==> src/rtl/ray_dda_stepper.sv <==
// DDA ray walker over a 16x16 map.
// Queries one cell per step and reports the first wall.
module ray_dda_stepper #(
  parameter int FRAC_BITS = 8,
  parameter int DIST_W    = 16,
  parameter int MAX_STEPS = 32,
  parameter int MAP_LAT   = 1
) (
  input  logic                   clk,
  input  logic                   reset,
  input  logic                   start,
  input  logic [4+FRAC_BITS-1:0] pos_x,
  input  logic [4+FRAC_BITS-1:0] pos_y,
  input  logic [DIST_W-1:0]      delta_x,
  input  logic [DIST_W-1:0]      delta_y,
  input  logic                   dir_x_neg,
  input  logic                   dir_y_neg,
  input  logic                   is_wall,
  output logic [3:0]             map_x,
  output logic [3:0]             map_y,
  output logic                   is_new_ray,
  output logic                   busy,
  output logic                   done,
  output logic                   hit_valid,
  output logic [3:0]             hit_x,
  output logic [3:0]             hit_y,
  output logic                   hit_side,
  output logic [DIST_W-1:0]      perp_dist
);

  localparam int PW  = 4 + FRAC_BITS;
  localparam int PRW = FRAC_BITS + 1 + DIST_W;
  localparam int CW  = $clog2(MAX_STEPS + 1);
  localparam int LW  = (MAP_LAT > 1) ? $clog2(MAP_LAT) : 1;
  localparam logic [FRAC_BITS:0] ONE = {1'b1, {FRAC_BITS{1'b0}}};

  typedef enum logic [2:0] {
    S_IDLE, S_INIT, S_STEP, S_WAIT, S_DONE
  } state_t;

  state_t state, state_nx;

  logic [PW-1:0]     px, py;
  logic [DIST_W-1:0] dx, dy;
  logic              nx, ny;
  logic [3:0]        cx, cy;
  logic [DIST_W-1:0] sx, sy, last_dist;
  logic              side;
  logic [CW-1:0]     step_cnt;
  logic [LW-1:0]     wait_cnt;

  logic [4:0] cx_n, cy_n;
  logic       step_x, leave, max_hit, wait_last;

  function automatic logic [DIST_W-1:0] init_side(
    input logic [FRAC_BITS-1:0] f,
    input logic [DIST_W-1:0]    d,
    input logic                 neg
  );
    logic [FRAC_BITS:0] m;
    logic [PRW-1:0]     p;
    logic [PRW-1:0]     q;
    m = neg ? {1'b0, f} : ONE - {1'b0, f};
    p = PRW'(m) * PRW'(d);
    q = p >> FRAC_BITS;
    if (|q[PRW-1:DIST_W]) return '1;
    return q[DIST_W-1:0];
  endfunction

  function automatic logic [DIST_W-1:0] sat_add(
    input logic [DIST_W-1:0] a,
    input logic [DIST_W-1:0] b
  );
    logic [DIST_W:0] s;
    s = {1'b0, a} + {1'b0, b};
    return s[DIST_W] ? '1 : s[DIST_W-1:0];
  endfunction

  // Bit 4 set means the step wrapped out of 0..15.
  assign cx_n = nx ? {1'b0, cx} - 5'd1 : {1'b0, cx} + 5'd1;
  assign cy_n = ny ? {1'b0, cy} - 5'd1 : {1'b0, cy} + 5'd1;
  assign step_x    = (sx <= sy);
  assign leave     = step_x ? cx_n[4] : cy_n[4];
  assign max_hit   = (step_cnt == CW'(MAX_STEPS));
  assign wait_last = (wait_cnt == LW'(MAP_LAT - 1));

  assign done       = (state == S_DONE);
  assign is_new_ray = (state == S_INIT);

  always_ff @(posedge clk) begin
    if (reset) state <= S_IDLE;
    else       state <= state_nx;
  end

  always_comb begin
    state_nx = state;
    unique case (state)
      S_IDLE: if (start) state_nx = S_INIT;
      S_INIT: state_nx = S_STEP;
      S_STEP: state_nx = (max_hit || leave) ? S_DONE : S_WAIT;
      S_WAIT: if (wait_last)
                state_nx = is_wall ? S_DONE : S_STEP;
      S_DONE: state_nx = S_IDLE;
      default: state_nx = S_IDLE;
    endcase
  end

  always_ff @(posedge clk) begin
    if (reset) begin
      px <= '0; py <= '0; dx <= '0; dy <= '0;
      nx <= 1'b0; ny <= 1'b0;
      cx <= '0; cy <= '0; sx <= '0; sy <= '0;
      last_dist <= '0; side <= 1'b0;
      step_cnt <= '0; wait_cnt <= '0;
      map_x <= '0; map_y <= '0; busy <= 1'b0;
      hit_valid <= 1'b0; hit_x <= '0; hit_y <= '0;
      hit_side <= 1'b0; perp_dist <= '0;
    end else begin
      unique case (state)
        S_IDLE: if (start) begin
          px <= pos_x; py <= pos_y;
          dx <= delta_x; dy <= delta_y;
          nx <= dir_x_neg; ny <= dir_y_neg;
          busy <= 1'b1;
        end
        S_INIT: begin
          cx <= px[PW-1:FRAC_BITS];
          cy <= py[PW-1:FRAC_BITS];
          sx <= init_side(px[FRAC_BITS-1:0], dx, nx);
          sy <= init_side(py[FRAC_BITS-1:0], dy, ny);
          step_cnt <= '0;
        end
        S_STEP: if (max_hit || leave) begin
          hit_valid <= 1'b0;
          hit_x <= cx; hit_y <= cy; hit_side <= side;
          perp_dist <= '1;
        end else begin
          if (step_x) begin
            last_dist <= sx;
            sx <= sat_add(sx, dx);
            cx <= cx_n[3:0];
            side <= 1'b0;
            map_x <= cx_n[3:0]; map_y <= cy;
          end else begin
            last_dist <= sy;
            sy <= sat_add(sy, dy);
            cy <= cy_n[3:0];
            side <= 1'b1;
            map_x <= cx; map_y <= cy_n[3:0];
          end
          step_cnt <= step_cnt + CW'(1);
          wait_cnt <= '0;
        end
        S_WAIT: begin
          wait_cnt <= wait_cnt + LW'(1);
          if (wait_last && is_wall) begin
            hit_valid <= 1'b1;
            hit_x <= cx; hit_y <= cy; hit_side <= side;
            perp_dist <= last_dist;
          end
        end
        S_DONE: busy <= 1'b0;
        default: ;
      endcase
    end
  end

endmodule
==> config.mk <==
export PLATFORM = sky130hd
export DESIGN_NAME = ray_dda_stepper
export DESIGN_NICKNAME = d
export VERILOG_FILES = /design/src/rtl/ray_dda_stepper.sv
export SDC_FILE = /design/constraint.sdc
export NUM_CORES = 1
export LEC_CHECK = 0
export ABC_AREA = 0
export BUFFER_PORTS_ARGS = -buffer_cell sky130_fd_sc_hd__buf_2
export CAP_MARGIN = 10
export CORE_MARGIN = 5
export CORE_UTILIZATION = 60
export CTS_BUF_LIST = sky130_fd_sc_hd__clkbuf_4
export CTS_CLUSTER_DIAMETER = 40
export DETAILED_ROUTE_END_ITERATION = 12
export PLACE_DENSITY = 0.85
export SLEW_MARGIN = 40
export SYNTH_ARGS = -nofsm -noshare
export SYNTH_HDL_FRONTEND = slang
export SYNTH_SLANG_ARGS = --single-unit
==> constraint.sdc <==
create_clock -name clk -period 8.9 [get_ports clk]
set_clock_uncertainty 0.05 [all_clocks]
set_input_delay 0.445 -clock clk [delete_from_list [all_inputs] [get_ports clk]]
set_output_delay 0.445 -clock clk [all_outputs]
set_load 0.05 [all_outputs]
* Yosys cells after proc, flatten, opt, wreduce, memory -nomap -nowiden *
Cells that the tools add are included.

operators by class
  add/sub/neg operators = 10
  multiply operators = 2
  order comparisons = 1
  equality and inequality tests = 12
  multiplexer cells = 57
  bitwise logic cells = 2
  reductions and logical operators = 15

operator list
  cell                                                                 number
  16-bit two-way mux                                                   13
  16-bit case mux with 2 select lines                                  3
  9-bit by 16-bit multiplier with 25-bit output                        2
  16-bit by 16-bit adder with 17-bit output                            2
  4-bit two-way mux                                                    8
  4-bit case mux with 2 select lines                                   4
  9-bit two-way mux                                                    2
  9-bit by 8-bit subtractor with 9-bit output (first input constant)   2
  16-bit less-or-equal comparator                                      1
  1-bit two-way mux                                                    14
  2-bit inequality test (second input constant)                        7
  3-bit two-way mux                                                    4
  3-bit case mux with 4 select lines                                   1
  6-bit case mux with 2 select lines                                   1
  2-bit AND reduction                                                  6
  4-bit by 1-bit adder with 5-bit output (second input constant)       2
  5-bit two-way mux                                                    2
  4-bit by 1-bit subtractor with 5-bit output (second input constant)  2
  3-bit AND reduction                                                  3
  1-bit case mux with 2 select lines                                   4
  6-bit by 1-bit adder with 6-bit output (second input constant)       1
  3-bit by 2-bit == test with 1-bit output (second input constant)     2
  6-bit == test (second input constant)                                1
  6-bit two-way mux                                                    1
  8 further kinds                                                      11

word-level totals
  flip-flop bits (word level) = 160
  bits of input ports = 62
  output and inout port bits = 37
  logic and storage cells = 122

* Logic depth before layout (Yosys ltp) *
Gate-level depths: netlist of the first run.

  depth after elaboration = 8
  depth in mapped cells = 28
  gate-level depth less buffers = 24

* Worst setup path before layout of the first run *
No wires, ideal clock.

  kind = register -> register
  start point = register py[0]
  end point = register sy[13]
  library setup time = 0.117 ns
  arrival time = 6.132 ns
  setup slack = 2.600 ns
  cell stages (with the launch flop) = 27
  path buffers = 5
  period minus slack after synthesis = 6.300 ns
  cells stage by stage = dfxtp_1 > buf_2 > buf_1 > inv_1 > ha_1 > nor2b_1 > a21oi_1 > xnor2_1 > clkbuf_1 > nor2b_1 > fa_1 > fa_1 > fa_1 > inv_1 > fa_1 > inv_1 > ha_1 > buf_2 > a21o_1 > a21o_1 > a21oi_1 > nand3_4 > a2111oi_4 > or2_4 > buf_6 > nand4_1 > a32o_1

between the ends
  longest elaborated chain between the ends = 8

ends and longest elaborated chain
  element                                          RTL line  text
  start: declaration                               43        logic [PW-1:0] px, py;
  start signal: assignment                         121       px <= pos_x; py <= pos_y;
  9-bit by 8-bit subtractor with 9-bit output      63        m = neg ? {1'b0, f} : ONE - {1'b0, f};
  9-bit two-way mux *                              63
  9-bit by 16-bit multiplier with 25-bit output *  64        p = PRW'(m) * PRW'(d);
  1-bit two-way mux                                66        if (|q[PRW-1:DIST_W]) return '1;
  1-bit two-way mux                                119       unique case (state)
  1-bit two-way mux                                109       if (reset) begin
  16-bit two-way mux *                             67        return q[DIST_W-1:0];
  16-bit case mux with 2 select lines *            119
  end signal: assignment                           130       sy <= init_side(py[FRAC_BITS-1:0], dy, ny);
  end signal: assignment                           146       sy <= sat_add(sy, dy);
  end: declaration                                 47        logic [DIST_W-1:0] sx, sy, last_dist;

Every way passes the cells marked *; elsewhere a longest branch is shown, timed or not. The select of a mux whose other input is x is not followed.
A chain may end at the register's enable or synchronous reset.

* Worst setup path in the final report of the first run *
  start point = register px[0]
  end point = register sx[14]

between the ends
  longest elaborated chain between the ends = 8

ends and longest elaborated chain
  element                                          RTL line  text
  start: declaration                               43
  start signal: assignment                         121
  9-bit by 8-bit subtractor with 9-bit output      63
  9-bit two-way mux *                              63
  9-bit by 16-bit multiplier with 25-bit output *  64
  1-bit two-way mux                                66
  1-bit two-way mux                                119
  1-bit two-way mux                                109
  16-bit two-way mux *                             67
  16-bit case mux with 2 select lines *            119
  end signal: assignment                           129       sx <= init_side(px[FRAC_BITS-1:0], dx, nx);
  end signal: assignment                           140       sx <= sat_add(sx, dx);
  end: declaration                                 47

Marked as above.

==> out/qor_table.md, run 1 <==
| Parameter | Reported |
|:---|:---|
| Global routing usage on met2 | 0.504 |
| Final sum of negative setup slack | 0 ns |
| Part of the Yosys area used for sequential elements | 0.182 |
| Design area | 0.0192 sq mm |
| Total congestion overflow after global routing | 0 |
| Initial cell density of the core | 0.610 |
| Total vias in the final route | 15,617 |
| Ordered list of cells on the worst path | inv_1 > ha_1 > nand2b_1 > o21ai_0 > xor2_2 > nand2b_1 > fa_1 > fa_1 > inv_1 > fa_1 > inv_1 > fa_1 > inv_1 > ha_1 > o21a_1 > a21oi_1 > a31o_2 > o31ai_2 > a21oi_1 > mux2i_2 > o211ai_1 > o211ai_1 |
| H-tree depth | 4 |
| Nature of the critical path startpoint | flip-flop |
| FP Rows | 62 |
| Number of clock sinks | 160 |
| Full die area | 0.0329 sq mm |
| Clk pwr share | 0.077 |
| Cell area after synthesis | 0.0176 sq mm |
| CTS buffer count | 17 |
| Fill cell instance count of the final layout | 2,333 |
| Finish-stage setup viols | 0 |
| Cell with the most instances after synthesis | sky130_fd_sc_hd__nand2_1 |
| Clock-pin slew on the worst setup and hold paths | 0.18 ns |
| Antenna violations before repair | 1 |
| Total net switching power | 3.64 mW |
| Highest Clock Rate | 142 MHz |
| Average wire length per cell after detail routing | 17.4 um |
| Final routed DRC violation total | 0 |
| CTS tree | yes |
| Number of distinct library cells after synthesis | 82 |
| Area inside the core boundary | 0.0289 sq mm |
| Max Slew Vio Count | 0 |
| Area growth, synth to finish | 9.12% |
| Per-cell via count in the routed design | 5.88 |
| Net count, final | 2,660 |
| Proportion of power drawn by flip-flops and latches | 0.187 |
| Run status | finished clean |
| Gpl congestion | 0.928 |
| Hold/Removal Path Class | in2reg |
| Flop2flop setup slack | 1.88 ns |
| Number of global-route vias before repair | 16,417 |
| Overall die width | 181 um |
| Critical Setup Path Class | reg2reg |
| Layer with the highest usage | met2 |
| RSZ-0062 raised after global routing | no |
| Clock latency reported for the late side of the worst-skew pair | 0.63 ns |
| Instance area after placement | 0.0183 sq mm |
| Average cell area after synthesis | 8.11 sq um |
| Number of port buffers | 98 |
| Largest cells by area after synthesis | sky130_fd_sc_hd__fa_1 (23%), sky130_fd_sc_hd__dfxtp_1 (18%), sky130_fd_sc_hd__ha_1 (9.9%), sky130_fd_sc_hd__nand2_1 (6.2%), sky130_fd_sc_hd__inv_1 (6.1%) |
| Number of warnings issued by yosys | 0 |
| Total power divided by cell area | 330 mW/mm^2 |
| Most frequent cells after synthesis | sky130_fd_sc_hd__nand2_1 (291), sky130_fd_sc_hd__inv_1 (286), sky130_fd_sc_hd__fa_1 (200), sky130_fd_sc_hd__dfxtp_1 (160), sky130_fd_sc_hd__a21oi_1 (159) |
| Period utilization | 0.789 |
| Crit path capture type | flip-flop |
| Final Hold Viols | 0 |
| Critical path required time | 9.40 ns |
| Slew at the pin with the worst max-slew slack | 0.879 ns |
| Grt met1 use | 0.334 |
| Wire length of the first global-routing pass | 77.9 mm |
| Internal power component | 2.70 mW |
| Flip-flop cell with the highest count after synthesis | sky130_fd_sc_hd__dfxtp_1 |
| Data arrival, critical path | 7.52 ns |
| Ports placed on the boundary | 99 |
| Maximum clock insertion buffer count | 2 |
| Met3 layer usage reported by global route | 0.0471 |
| Die Ht | 181 um |
| Async S/R FF share, synth | 0 |
| Leak Pwr | 8.96 nW |
| Cell at the root of the clock tree | sky130_fd_sc_hd__clkbuf_4 |
| Critical-path top delay cell | sky130_fd_sc_hd__dfxtp_1 |
| GRT Resource Usage Total | 0.284 |
| Final min period | 7.02 ns |
| Delay of the slowest critical-path stage | 0.76 ns |
| Largest net degree at the start of global routing | 85 |
| Layout cells sized above 1 | 0.0837 |
| Net count after synthesis | 2,575 |
| CP max FO | 18 |
| Peak supply drop | 0.349 mV |
| Synthesis-stage register bit count | 160 |
| Logic pwr share | 0.737 |
| Detailed-placement wirelength estimate | 34.7 mm |
| Synth top area share | 0.227 |
| Antenna viol nets, final | 0 |
| Area leader, netlist | sky130_fd_sc_hd__fa_1 |
| Number of design-rule violations left by the first detailed-router iteration | 1,131 |
| Proportion of total power due to net switching | 0.574 |
| Iteration count of the initial detailed-routing pass | 5 |
| Max Cap Viol | 0 |
| Number of enable flip-flop cells after synthesis | 0 |
| Cell count after synthesis | 2,173 |
| Slew margin rel. | 0.413 |
| Total routed wirelength | 46.1 mm |
| Number of setup buffers added after CTS | 0 |
critical path: cells and delay by family (launching register included):
kind / cells / cell delay [ns]
AO/OA/AOI/OAI: 8 / 1.56
XOR/XNOR: 1 / 0.73
adder cells (fa/ha/maj): 6 / 2.52
buffers and inverters: 4 / 0.25
flip-flops: 1 / 0.76
multiplexers: 1 / 0.74
AND/OR/NAND/NOR: 2 / 0.33
registers in the layout (all words and copies together), names as in the netlist, 6 cells and up:
| name | count |
|---|---|
| dx | 16 |
| dy | 16 |
| last_dist | 16 |
| perp_dist | 16 |
| px | 12 |
| py | 12 |
| step_cnt | 6 |
| sx | 16 |
| sy | 16 |
area by class of cell:
class                      instances  area (sq um)  share of cell area
multi-input combinational       1616         12900               0.672
sequential                       160          3200               0.167
timing repair buffer             177          1230              0.0640
inverter                         286          1070              0.0558
tap                              384           480              0.0250
clock inverter                    15           184             0.00957
clock buffer                      17           128             0.00664
antenna                            1          2.50            0.000130
what timing repair did:
| action | CTS | global route |
|---|---|---|
| hold buffers | 56 | 0 |
| hold endpoints to repair | 56 | 0 |
| gates resized for setup | 0 | 0 |
cell usage in the layout (no fill, tap or decap), types with 4 or more instances in the layout:
master and instances:
sky130_fd_sc_hd__nand2_1 290, sky130_fd_sc_hd__and3_1 13, sky130_fd_sc_hd__inv_6 5, sky130_fd_sc_hd__buf_2 97
sky130_fd_sc_hd__a41oi_1 6, sky130_fd_sc_hd__a21o_1 21, sky130_fd_sc_hd__clkinv_8 6, sky130_fd_sc_hd__a211o_1 4
sky130_fd_sc_hd__nand2b_1 42, sky130_fd_sc_hd__a32o_1 14, sky130_fd_sc_hd__nor4_1 8, sky130_fd_sc_hd__a31oi_1 15
sky130_fd_sc_hd__nor2b_1 135, sky130_fd_sc_hd__o21ai_1 10, sky130_fd_sc_hd__a211oi_1 26, sky130_fd_sc_hd__and2_1 36
sky130_fd_sc_hd__o21a_1 15, sky130_fd_sc_hd__dfxtp_1 160, sky130_fd_sc_hd__ha_1 140, sky130_fd_sc_hd__xnor2_1 40
sky130_fd_sc_hd__a21oi_1 159, sky130_fd_sc_hd__nor2_1 142, sky130_fd_sc_hd__nand4_1 7, sky130_fd_sc_hd__xor2_1 17
sky130_fd_sc_hd__clkbuf_4 17, sky130_fd_sc_hd__or3_1 6, sky130_fd_sc_hd__dlygate4sd3_1 56, sky130_fd_sc_hd__nor3_1 57
sky130_fd_sc_hd__buf_4 23, sky130_fd_sc_hd__o211ai_1 14, sky130_fd_sc_hd__o31ai_1 8, sky130_fd_sc_hd__inv_1 286
sky130_fd_sc_hd__fa_1 200, sky130_fd_sc_hd__o21ai_0 71, sky130_fd_sc_hd__nand3_1 37, sky130_fd_sc_hd__a21boi_0 5
final timing paths:
check | from | endpoint | cells past startpoint
max | px[0] | sx[14] | 22
min reg2reg | px[10] | px[10] | 2
min | dir_x_neg | nx | 3
max reg2reg | px[0] | sx[14] | 22
through the flow:
step / util / setup slack (ns) / hold slack [ns] / std cells / total power [mW]
2_1_floorplan: - / 2.60 / 0.381 / 2173 / 4.56
3_3_place_gp: 0.634 / 1.99 / 0.395 / 2566 / 5.55
3_5_place_dp: 0.636 / 2.08 / 0.401 / 2567 / 5.74
4_1_cts: 0.666 / 1.99 / 0.00960 / 2655 / 6.28
5_1_grt: 0.666 / 1.46 / 0.0114 / 2656 / 6.97
6_report: 0.666 / 1.88 / 0.0320 / 2656 / 6.34
power groups by stage:
stage | logic, mW | clock network (mW) | registers (mW)
2_1_floorplan | 3.43 | 0 | 1.13
3_3_place_gp | 4.37 | 0 | 1.18
3_5_place_dp | 4.55 | 0 | 1.19
4_1_cts | 4.62 | 0.490 | 1.18
5_1_grt | 5.24 | 0.522 | 1.21
6_report | 4.67 | 0.485 | 1.18
kinds of logic (layout without fill, tap and decap cells):
kind of cell    Yosys count  in the layout  share of synthesized area
xor+xnor                 59             59                     0.0293
compound gates          411            411                      0.149
fa+ha+maj               340            340                      0.327
simple gates            800            800                      0.220
flops                   160            160                      0.182
other cells               0              1                          0
buf+inv                 397            495                     0.0888
mux                       6              6                    0.00419
layer usage:
metal,vias up,part of all wire
met3,168,0.065
met4,0,0.047
met2,589,0.50
li1,7263,-
met5,-,0
met1,7597,0.39
(Power assumes the default switching activity.)
==> inputs of run 2 (changes only) <==
==> constraint.sdc (replaced) <==
create_clock -name clk -period 6.6 [get_ports clk]
set_clock_uncertainty 0.05 [all_clocks]
set_input_delay 0.33 -clock clk [delete_from_list [all_inputs] [get_ports clk]]
set_output_delay 0.33 -clock clk [all_outputs]
set_load 0.05 [all_outputs]
==> run 2 against run 1 <==
Die area is the same. Sequential power grew 33%. Critical path depth shrank 1.
==> out/qor_table.md, run 2 (same netlist as run 1, synthesis figures left out) <==
| Parameter | Reported |
|:---|:---|
| Leading cell type in the layout, fill and taps excluded | sky130_fd_sc_hd__nand2_1 |
| Number of global-route vias before repair | 16,291 |
| Instance area after placement | 0.0184 sq mm |
| Highest Clock Rate | 160 MHz |
| Period utilization | 0.949 |
| Clock latency reported for the late side of the worst-skew pair | 0.66 ns |
| Detailed-placement wirelength estimate | 35.5 mm |
| Internal power component | 3.73 mW |
| Area inside the core boundary | 0.0289 sq mm |
| Max Cap Viol | 0 |
| Total power divided by cell area | 447 mW/mm^2 |
| Finish-stage setup viols | 0 |
| Number of design-rule violations left by the first detailed-router iteration | 1,008 |
| Wire length of the first global-routing pass | 78.8 mm |
| Largest net degree at the start of global routing | 76 |
| Hold wc startpoint | dir_y_neg |
| Maximum clock insertion buffer count | 2 |
| Proportion of power drawn by flip-flops and latches | 0.182 |
| Final routed DRC violation total | 0 |
| Cell at the root of the clock tree | sky130_fd_sc_hd__clkbuf_4 |
| Critical Setup Path Class | reg2reg |
| Layout cells sized above 1 | 0.0871 |
| Critical-path top delay cell | sky130_fd_sc_hd__dfxtp_1 |
| Antenna violations before repair | 1 |
| Total routed wirelength | 47.4 mm |
| CP max FO | 9 |
| Critical R2R Capture | sx[13] |
| Final sum of negative setup slack | 0 ns |
| Initial cell density of the core | 0.610 |
| Clock-pin slew on the worst setup and hold paths | 0.17 ns |
| Final Hold Viols | 0 |
| Worst-case hold slack | 0.143 ns |
| Data arrival, critical path | 6.78 ns |
| Total design power | 8.65 mW |
| RSZ-0062 raised after global routing | no |
| Ports placed on the boundary | 99 |
| Number of setup buffers added after CTS | 0 |
| DP Worst Slack | 0.474 ns |
| Die Ht | 181 um |
| Number of cells upsized or downsized after cts | 0 |
| Antenna viol nets, final | 0 |
| Flop2flop setup slack | 0.33 ns |
| Number of port buffers | 98 |
| Delay of the slowest critical-path stage | 0.61 ns |
| Ordered list of cells on the worst path | inv_1 > o21ai_0 > xor2_1 > nand2b_1 > fa_1 > fa_1 > inv_1 > fa_1 > inv_1 > fa_1 > inv_1 > ha_1 > and4_1 > nand4_1 > a31o_2 > o31ai_2 > a21oi_1 > mux2i_2 > buf_4 > nor3_1 > o21ai_0 |
| Core Util, Final | 0.670 |
| Total congestion overflow after global routing | 0 |
| Nature of the critical path startpoint | flip-flop |
| Overall die width | 181 um |
| Per-cell via count in the routed design | 5.89 |
| Crit path capture type | flip-flop |
| Launch instance of the worst register-to-register path | nx |
| Logic pwr share | 0.737 |
| Peak supply drop | 0.413 mV |
| Max Slew Vio Count | 0 |
| Slew margin rel. | 0.456 |
| Number of cells on the worst reg-to-reg path | 21 |
| Gpl congestion | 0.930 |
| Family with the most delay on the worst path | adder cells |
| Clk pwr share | 0.081 |
| Worst Slack Setup Final | 0.334 ns |
| Hold/Removal Path Class | in2reg |
| Full die area | 0.0329 sq mm |
| Placed Cells | 2,579 |
| Number of clock sinks | 160 |
| Design area | 0.0193 sq mm |
| Hold buffer count at CTS | 59 |
| Total net switching power | 4.92 mW |
| GRT Resource Usage Total | 0.290 |
| Total vias in the final route | 15,740 |
| Worst-case hold path end point | ny |
| Worst Path Buf+Inv | 5 |
| Run status | finished clean |
| Net count, final | 2,675 |
| Leak Pwr | 9.05 nW |
| Layout Cells excl Fill | 2,671 |
| Most used cells in the layout excluding fill and tap cells | sky130_fd_sc_hd__nand2_1 (290), sky130_fd_sc_hd__inv_1 (286), sky130_fd_sc_hd__fa_1 (200) |
| Area growth, synth to finish | 9.78% |
| FP Rows | 62 |
| Slew at the pin with the worst max-slew slack | 0.816 ns |
| Proportion of total power due to net switching | 0.569 |
| Final min period | 6.27 ns |
| Iteration count of the initial detailed-routing pass | 6 |
| CTS tree | yes |
| CTS buffer count | 17 |
| Hold path cells | 3 |
| H-tree depth | 4 |
| Average wire length per cell after detail routing | 17.7 um |
| Critical path required time | 7.12 ns |
[run 2: final cells by class]
cell class	instances	area (sq um)
timing repair buffer	192	1350
tap	384	480
fill	2308	9520
multi-input combinational	1616	12900
inverter	286	1070
sequential	160	3200
antenna	1	2.50
clock inverter	15	199
clock buffer	17	128
[run 2: worst min-delay path: cells and delay by family]
kind / cells / cell delay, ns
simple gates: 1 / 0.22
buf+inv: 1 / 0.10
compound gates: 1 / 0.15
[run 2: routing by layer]
layer  track usage  share of wire
met2         0.516           0.51
met3        0.0565          0.066
met5             0              0
met4         0.119          0.036
met1         0.344           0.39
[run 2: worst max path at each step]
stage / cells past startpoint / to / slack, ns / startpoint
finish: 21 / sx[13] / 0.33 / nx
global route: 21 / sx[13] / 0.004 / nx
CTS: 21 / sx[10] / 0.38 / nx
detailed placement: 21 / sx[9] / 0.47 / nx
global placement: 21 / sx[13] / 0.54 / nx
floorplan: 26 / sy[13] / 0.30 / py[0]
[run 2: power by group through the flow]
stage                     Clock, mW  Sequential, mW  Combinational, mW
after floorplan                   0            1.53               4.63
after global placement            0            1.57               5.90
after detailed placement          0            1.58               6.20
after CTS                     0.709            1.56               6.28
after global routing          0.746            1.60               7.10
final                         0.702            1.57               6.38
==> inputs of run 3 (changes only) <==
--- a/config.mk
+++ b/config.mk
@@ -8,12 +8,14 @@
 export ABC_AREA = 0
 export BUFFER_PORTS_ARGS = -buffer_cell sky130_fd_sc_hd__buf_2
 export CAP_MARGIN = 10
+export CELL_PAD_IN_SITES_DETAIL_PLACEMENT = 0
+export CELL_PAD_IN_SITES_GLOBAL_PLACEMENT = 2
 export CORE_MARGIN = 5
-export CORE_UTILIZATION = 60
+export CORE_UTILIZATION = 39
 export CTS_BUF_LIST = sky130_fd_sc_hd__clkbuf_4
 export CTS_CLUSTER_DIAMETER = 40
 export DETAILED_ROUTE_END_ITERATION = 12
-export PLACE_DENSITY = 0.85
+export PLACE_DENSITY = 0.89
 export SLEW_MARGIN = 40
 export SYNTH_ARGS = -nofsm -noshare
 export SYNTH_HDL_FRONTEND = slang
==> run 3 against run 2 <==
First-iteration DRC count fell by 5.1%. Non-clock buffer count rose by 17. Routed wire length rose by 4.4%. Largest cell class unchanged.
==> out/qor_table.md, run 3 (same netlist as run 1, synthesis figures left out) <==
| Parameter | Reported |
|:---|:---|
| Run status | finished clean |
| Average wire length per cell after detail routing | 17.1 um |
| Ordered list of cells on the worst path | inv_1 > ha_1 > nor2b_1 > a21oi_1 > xnor2_1 > buf_4 > buf_4 > nor2b_1 > fa_1 > fa_1 > fa_1 > inv_1 > fa_1 > inv_1 > ha_1 > a21o_1 > a21o_1 > a21oi_1 > nand3_4 > a2111oi_4 > or2_4 > o21ai_0 > a32o_1 |
| Number of port buffers | 98 |
| Instance area after placement | 0.0187 sq mm |
| Total routed wirelength | 49.5 mm |
| Final Hold Viols | 0 |
| Critical-path top delay cell | sky130_fd_sc_hd__fa_1 |
| Crit path capture type | flip-flop |
| Area growth, synth to finish | 12.1% |
| Antenna violations before repair | 2 |
| Layout Cells excl Fill | 2,898 |
| Clock latency reported for the late side of the worst-skew pair | 0.73 ns |
| Net count, final | 2,692 |
| Cell at the root of the clock tree | sky130_fd_sc_hd__clkbuf_4 |
| Max Cap Viol | 0 |
| Slew margin rel. | 0.456 |
| Critical Setup Path Class | reg2reg |
| Number of cells on the worst reg-to-reg path | 23 |
| Antenna viol nets, final | 0 |
| Nature of the critical path startpoint | flip-flop |
| CTS buffer count | 17 |
| Worst-case hold path end point | dx[2] |
| Detailed-placement wirelength estimate | 38.4 mm |
| Total power divided by cell area | 436 mW/mm^2 |
| Number of design-rule violations left by the first detailed-router iteration | 957 |
| Flop2flop setup slack | 0.48 ns |
| Overall die width | 223 um |
| Finish-stage setup viols | 0 |
| Die Ht | 223 um |
| Data arrival, critical path | 6.69 ns |
| Per-cell via count in the routed design | 5.19 |
| Largest net degree at the start of global routing | 98 |
| Number of global-route vias before repair | 15,721 |
| CP max FO | 14 |
| Number of clock sinks | 160 |
| Leak Pwr | 9.13 nW |
| Critical R2R Capture | sy[10] |
| Hold path cells | 4 |
| GRT Resource Usage Total | 0.206 |
| Final sum of negative setup slack | 0 ns |
| Most used cell, CP | sky130_fd_sc_hd__fa_1 |
| Slew at the pin with the worst max-slew slack | 0.816 ns |
| Final min period | 6.12 ns |
| Ports placed on the boundary | 99 |
| CTS tree | yes |
| Area inside the core boundary | 0.0444 sq mm |
| Period utilization | 0.927 |
| Design area | 0.0197 sq mm |
| Critical path required time | 7.17 ns |
| Clock-pin slew on the worst setup and hold paths | 0.15 ns |
| Most used cells in the layout excluding fill and tap cells | sky130_fd_sc_hd__nand2_1 (290), sky130_fd_sc_hd__inv_1 (286), sky130_fd_sc_hd__fa_1 (200) |
| Max Slew Vio Count | 0 |
| Highest Clock Rate | 163 MHz |
| H-tree depth | 4 |
| Gpl congestion | 0.853 |
| Worst Path Buf+Inv | 5 |
| Placed Cells | 2,787 |
| Layout cells sized above 1 | 0.0860 |
| Final routed DRC violation total | 0 |
| Launch instance of the worst register-to-register path | py[0] |
| Hold wc startpoint | delta_x[2] |
| Initial cell density of the core | 0.397 |
| Total design power | 8.61 mW |
| Leading cell type in the layout, fill and taps excluded | sky130_fd_sc_hd__nand2_1 |
| Wire length of the first global-routing pass | 83.6 mm |
| Total vias in the final route | 15,035 |
| Total congestion overflow after global routing | 0 |
| Iteration count of the initial detailed-routing pass | 6 |
| Delay of the slowest critical-path stage | 0.56 ns |
| RSZ-0062 raised after global routing | no |
| FP Rows | 77 |
| Maximum clock insertion buffer count | 2 |
| Peak supply drop | 0.450 mV |
| Hold/Removal Path Class | in2reg |
| Full die area | 0.0495 sq mm |
| Family with the most delay on the worst path | adder cells |
## run 3: changes by cell type in the layout (fill, tap and decap cells not counted), moves of 2 or more
cell / change
sky130_fd_sc_hd__clkinv_8: -4
sky130_fd_sc_hd__buf_12: +2
sky130_fd_sc_hd__diode_2: +3
sky130_fd_sc_hd__dlygate4sd3_1: +17
sky130_fd_sc_hd__buf_4: -3
sky130_fd_sc_hd__inv_8: +3
## run 3: metrics by stage
step | util | hold WS [ns] | worst slack, ns
after detailed placement | 0.421 | 0.402 | 0.496
after CTS | 0.444 | 0.227 | 0.492
after global placement | 0.420 | 0.393 | 0.648
after global routing | 0.444 | 0.258 | 0.152
final | 0.444 | 0.332 | 0.479
after floorplan | - | 0.381 | 0.300
## run 3: worst max path at each step
stage	startpoint	endpoint	slack, ns	cells past startpoint
2_1_floorplan	py[0]	sy[13]	0.30	26
3_3_place_gp	py[0]	sy[15]	0.65	24
3_5_place_dp	py[0]	sy[1]	0.50	23
4_1_cts	py[0]	sy[13]	0.49	23
5_1_grt	py[0]	sy[10]	0.15	23
6_report	py[0]	sy[10]	0.48	23
## run 3: repair_timing
| item | in CTS | in global routing |
|---|---|---|
| setup buffers | 0 | 0 |
| endpoints found under the setup margin | 0 | 0 |
| hold buffers | 76 | 0 |
| hold endpoints to repair | 74 | 0 |
| gates resized for setup | 0 | 0 |
## run 3: layout make-up
type	instances	area, sq um
Fill cell	4518	24700
Multi-Input combinational cell	1616	12900
Sequential cell	160	3200
Timing Repair Buffer	209	1550
Inverter	286	1070
Tap cell	592	741
Clock inverter	14	145
Clock buffer	17	128
Antenna cell	4	10.0
## run 3: layer usage
layer / share of wire / GRT usage / up-vias
met5: 0 / 0 / -
met4: 0.011 / 0.0429 / 0
met3: 0.034 / 0.0282 / 32
met2: 0.50 / 0.356 / 255
met1: 0.46 / 0.277 / 7417
li1: - / - / 7331
## run 3: worst min-delay path: stages
cell	delay, ns
sky130_fd_sc_hd__dlygate4sd3_1	0.53
sky130_fd_sc_hd__buf_2	0.12
sky130_fd_sc_hd__nand2_1	0.04
sky130_fd_sc_hd__a21oi_1	0.05
## run 3: where the power goes
part	switching (mW)	total, mW	internal [mW]
Clock	0.438	0.637	0.199
Sequential	0.383	1.61	1.22
Combinational	4.06	6.37	2.31
Total	4.88	8.61	3.73
